$ cat src/rtl/serial_adder.sv
// serial_adder: bit-serial / chunk-serial adder-subtractor.
// Each RUN cycle adds CHUNK bits of the captured operands plus the running
// carry. After WIDTH/CHUNK cycles the full result, carry-out and signed
// overflow are published together and done pulses for one cycle.
//
// The captured operands are kept in shift registers that move right by CHUNK
// every RUN cycle, so the live chunk is always in the low CHUNK bits. The
// partial sum is shifted in from the top of a private accumulator. This means
// that after the last chunk the accumulator holds the result in natural bit
// order. The accumulator is never visible on s. Because of that, an aborted
// operation cannot leak a partial result.

module serial_adder #(
    parameter int WIDTH = 8,
    parameter int CHUNK = 1
) (
    input  logic             clk,
    input  logic             rst,
    input  logic             start,
    input  logic             sub,
    input  logic [WIDTH-1:0] a,
    input  logic [WIDTH-1:0] b,
    input  logic             cin,
    output logic [WIDTH-1:0] s,
    output logic             cout,
    output logic             ovf,
    output logic             busy,
    output logic             done
);

    localparam int NCHUNK = WIDTH / CHUNK;
    localparam int CW     = (NCHUNK > 1) ? $clog2(NCHUNK) : 1;
    localparam logic [CW-1:0] LAST = CW'(NCHUNK - 1);

    // Reject parameter sets that would leave a ragged final chunk.
    if ((CHUNK < 1) || (CHUNK > WIDTH) || ((WIDTH % CHUNK) != 0)) begin : g_bad_params
        $error("serial_adder: WIDTH must be a positive multiple of CHUNK");
    end

    typedef enum logic [1:0] {
        IDLE = 2'd0,
        RUN  = 2'd1,
        DONE = 2'd2
    } state_t;

    state_t           state_q, state_d;
    logic [CW-1:0]    cnt_q,   cnt_d;
    logic [WIDTH-1:0] a_q,     a_d;
    logic [WIDTH-1:0] b_q,     b_d;
    logic             carry_q, carry_d;
    logic [WIDTH-1:0] acc_q,   acc_d;
    logic [WIDTH-1:0] s_q,     s_d;
    logic             cout_q,  cout_d;
    logic             ovf_q,   ovf_d;
    logic             busy_q,  busy_d;
    logic             done_q,  done_d;

    logic [CHUNK:0]   chunk_sum;
    logic             msb_carry_in;
    logic [WIDTH-1:0] acc_shifted;

    // Chunk datapath: add the low chunk of each operand shift register plus
    // the running carry. The carry into the top bit of the chunk is found
    // from sum ^ a ^ b at that bit. It is only used on the last chunk, where
    // that bit is the MSB of the whole word.
    always_comb begin
        chunk_sum    = {1'b0, a_q[CHUNK-1:0]} + {1'b0, b_q[CHUNK-1:0]}
                     + {{CHUNK{1'b0}}, carry_q};
        msb_carry_in = chunk_sum[CHUNK-1] ^ a_q[CHUNK-1] ^ b_q[CHUNK-1];
        acc_shifted  = (acc_q >> CHUNK)
                     | (WIDTH'(chunk_sum[CHUNK-1:0]) << (WIDTH - CHUNK));
    end

    // Next-state logic for the control FSM and every datapath register.
    // The outputs are registered and only change on the RUN-to-DONE edge.
    always_comb begin
        state_d = state_q;
        cnt_d   = cnt_q;
        a_d     = a_q;
        b_d     = b_q;
        carry_d = carry_q;
        acc_d   = acc_q;
        s_d     = s_q;
        cout_d  = cout_q;
        ovf_d   = ovf_q;
        busy_d  = busy_q;
        done_d  = done_q;

        case (state_q)
            IDLE, DONE: begin
                state_d = IDLE;
                busy_d  = 1'b0;
                done_d  = 1'b0;
                if (start) begin
                    // Subtraction is a + ~b + ~cin, which equals a - b - cin.
                    a_d     = a;
                    b_d     = sub ? ~b : b;
                    carry_d = sub ? ~cin : cin;
                    cnt_d   = '0;
                    acc_d   = '0;
                    state_d = RUN;
                    busy_d  = 1'b1;
                end
            end

            RUN: begin
                a_d     = a_q >> CHUNK;
                b_d     = b_q >> CHUNK;
                carry_d = chunk_sum[CHUNK];
                acc_d   = acc_shifted;
                cnt_d   = cnt_q + CW'(1);
                if (cnt_q == LAST) begin
                    s_d     = acc_shifted;
                    cout_d  = chunk_sum[CHUNK];
                    ovf_d   = chunk_sum[CHUNK] ^ msb_carry_in;
                    state_d = DONE;
                    busy_d  = 1'b0;
                    done_d  = 1'b1;
                end
            end

            default: begin
                state_d = IDLE;
                busy_d  = 1'b0;
                done_d  = 1'b0;
            end
        endcase
    end

    // State and datapath registers. Reset clears everything at once so that
    // an aborted operation leaves no trace on the outputs.
    always_ff @(posedge clk or posedge rst) begin
        if (rst) begin
            state_q <= IDLE;
            cnt_q   <= '0;
            a_q     <= '0;
            b_q     <= '0;
            carry_q <= 1'b0;
            acc_q   <= '0;
            s_q     <= '0;
            cout_q  <= 1'b0;
            ovf_q   <= 1'b0;
            busy_q  <= 1'b0;
            done_q  <= 1'b0;
        end else begin
            state_q <= state_d;
            cnt_q   <= cnt_d;
            a_q     <= a_d;
            b_q     <= b_d;
            carry_q <= carry_d;
            acc_q   <= acc_d;
            s_q     <= s_d;
            cout_q  <= cout_d;
            ovf_q   <= ovf_d;
            busy_q  <= busy_d;
            done_q  <= done_d;
        end
    end

    assign s    = s_q;
    assign cout = cout_q;
    assign ovf  = ovf_q;
    assign busy = busy_q;
    assign done = done_q;

endmodule

$ cat config.mk
export PLATFORM = sky130hd
export DESIGN_NAME = serial_adder
export DESIGN_NICKNAME = d
export VERILOG_FILES = /design/src/rtl/serial_adder.sv
export SDC_FILE = /design/constraint.sdc
export NUM_CORES = 1
export LEC_CHECK = 0
export CORE_MARGIN = 1
export CORE_UTILIZATION = 45
export DETAILED_ROUTE_END_ITERATION = 8
export GPL_TIMING_DRIVEN = 0
export HOLD_SLACK_MARGIN = 0.1
export PLACE_DENSITY = 0.83
export SLEW_MARGIN = 25
export SYNTH_ARGS = -nofsm -noshare
export SYNTH_HDL_FRONTEND = slang
export SYNTH_SLANG_ARGS = --single-unit
$ cat constraint.sdc
create_clock -name clk -period 1.7 [get_ports clk]
set_clock_uncertainty 0.15 [all_clocks]
set_input_delay 0.255 -clock clk [delete_from_list [all_inputs] [get_ports clk]]
set_output_delay 0.255 -clock clk [all_outputs]
set_load 0.02 [all_outputs]
==> out/results.ini <==
[outcome]
status=finished clean

[timing]
worst_hold_slack_ns=0.128
finalHoldViolations=0
max_freq_mhz=602
relSlewSlack=0.703
worst-slew-pin-transition_ns=0.445
worst_slack_ns=0.0376
rsz0062_at_grt=yes
finalSetupViolations=0
slew_violations=0
period_share=0.978
fin_crit_ns=1.66

[final_layout]
final_common_cell=dfrtp_1
multi_input_area_um2=686
layout_common_cells=dfrtp_1, clkdlybuf4s50_1, xnor2_1
fin_nets=207
antennaDiodeCount=0
layout.area.seq_mm2=0.00100
layout-drive-gt1-share=0.168
area_growth_pct=30.7
fillers=299
fin_util=0.624

[global_route]
top_usage_layer=met2
grt.overflow.total=0
globalRouteTotalUtil=0.189
grt_use_met2=0.307
antenna_found_initial=0
grtUsageMet3=0.0528
grt_max_degree=23
gr-usage-met1=0.234
grt_pass1_wl_um=5850
grt_pass1_vias=1239

[clocking]
htreeDepth=2
path_clk_slew_ns=0.08
cts_root_buf=clkbuf_8
holdBufCountCts=0
cts_buffers=5
clk_latency_ns=0.29
cts_sinks=40
ctsLongestPathBuffers=2
cts_tree=yes

[synth]
muxShareOfSynthArea=0.0444
synth_edf_count=0
synth_top_area_share=0.564
ys_seq_area_frac=0.564
syn_avg_cell_area_um2=12.6
synth_top_area_cell=dfrtp_1
synth_fa_ha_area_frac=0.0254
synth.net_count=165
synthCells=141
yosys.area_share.simple=0.102
async_flop_share=1.00
ys_warn_count=0
synth_ff_type=dfrtp_1
ys_types=29
synth_top_family_by_area=compound AO/OA/AOI/OAI gates
synthXorXnorAreaFrac=0.0592
synth-compound-area-share=0.148
syn_area_mm2=0.00178
yosys-top-cells-area=dfrtp_1, xnor2_1, a22o_1, a221o_1, a22oi_1
synth_seq_cells=40

[pwr]
vdd_drop_max_mv=0.654
p_leak_nw=1.13
power.density_mw_per_mm2=1860

[floorplan]
ios=33
core_area_mm2=0.00372
die-width_um=64.8
rows=22
dieArea_mm2=0.00420
die_h_um=64.8
initial_core_util=0.478

[setup_path]
cp.arrival_ns=1.26
critPathMaxStageDelay_ns=0.60
cp_cell_sequence=clkdlybuf4s50_1
worst-path-buf-inv=1
worstSetupEndpointType=output port
worst_setup_path_start_kind=register
cp_top_family=buffers and inverters
slowest_stage=clkdlybuf4s50_1
path_max_fanout=2
worstPathRequired_ns=1.29
critical_path_class=reg2out

[route]
ant_nets=0
drc=0
wl_um=3450
drt_iter0_markers=58
avgViaCountPerCell=5.30
via_count=1229
routedWlPerCell_um=14.9
detail_route.first_pass.iterations=5

[placement]
pre_cts_slack_ns=-0.126
gp_congestion=0.786
dpl.hpwl_um=2560
port_buffers=31

[hold_path]
hp-class=in2async

[run]
cap_violations=0

where the power goes:
part | switching [mW] | total, mW | internal (mW)
logic | 0.942 | 2.02 | 1.08
clock network | 0.334 | 0.620 | 0.286
registers | 0.283 | 1.67 | 1.39
total | 1.56 | 4.31 | 2.75
registers in the layout, indices dropped and copies added (netlist names), 2 cells and up:
register	flops
cnt_q	3
a_q	8
s	8
b_q	8
acc_q	7
state_q	2
cells by family after synthesis:
kind of cell | Yosys count
AOI/OAI and AO/OA | 32
xor gates and xnor gates | 12
adders and majority gates | 3
buffers and inverters | 16
DFF | 40
muxes | 7
and+or+nand+nor | 31
routing by layer:
metal	part of all wire	routed length [µm]
met2	0.52	1790
met1	0.43	1480
met3	0.037	128
met4	0.017	57
met5	0	0
Yosys cell counts, types with 2 or more instances:
master,number
dfrtp_1,40
xnor2_1,11
a22o_1,10
nand2_1,9
a221o_1,8
nand3_1,8
nor2_1,7
a22oi_1,6
inv_1,6
buf_6,4
mux2_2,4
buf_2,3
mux2_1,3
o21ai_0,3
buf_4,2
ha_1,2
nand2b_1,2
o21ai_1,2
cell type report:
type / count / share of cell area
sequential: 40 / 0.432
multi-input combinational: 85 / 0.296
timing repair buffer: 35 / 0.161
buffer: 10 / 0.0383
clock buffer: 5 / 0.0297
tap: 48 / 0.0259
inverter: 6 / 0.00971
clock inverter: 3 / 0.00809
path summary, 6_finish.rpt:
| check | startpoint | to | slack (ns) | depth (start not counted) |
|---|---|---|---|---|
| max in group asynchronous | rst | a_q[2] | 0.83 | 3 |
| min reg2reg | ovf | ovf | 0.33 | 2 |
| min in group clk | ovf | ovf | 0.33 | 2 |
| max | s[1] | s[1] | 0.04 | 1 |
| min | rst | s[6] | 0.13 | 2 |
| max reg2reg | b_q[0] | ovf | 0.07 | 5 |
metrics by stage:
stage               total power [mW]  instances  TNS (ns)  area, µm²
CTS                             4.27        229         0       2270
global route                    4.61        232  -0.00949       2320
floorplan                       3.00        141         0       1780
detailed placement              3.64        221    -0.383       2170
global placement                3.51        220    -14.43       2150
finish                          4.31        232         0       2320
what timing repair did:
item	in CTS	in global routing
gates resized for setup	4	8
setup buffers	0	3
endpoints found under the setup margin	5	10
pin swaps	0	1
No activity file was read; power rests on OpenSTA's default activity.
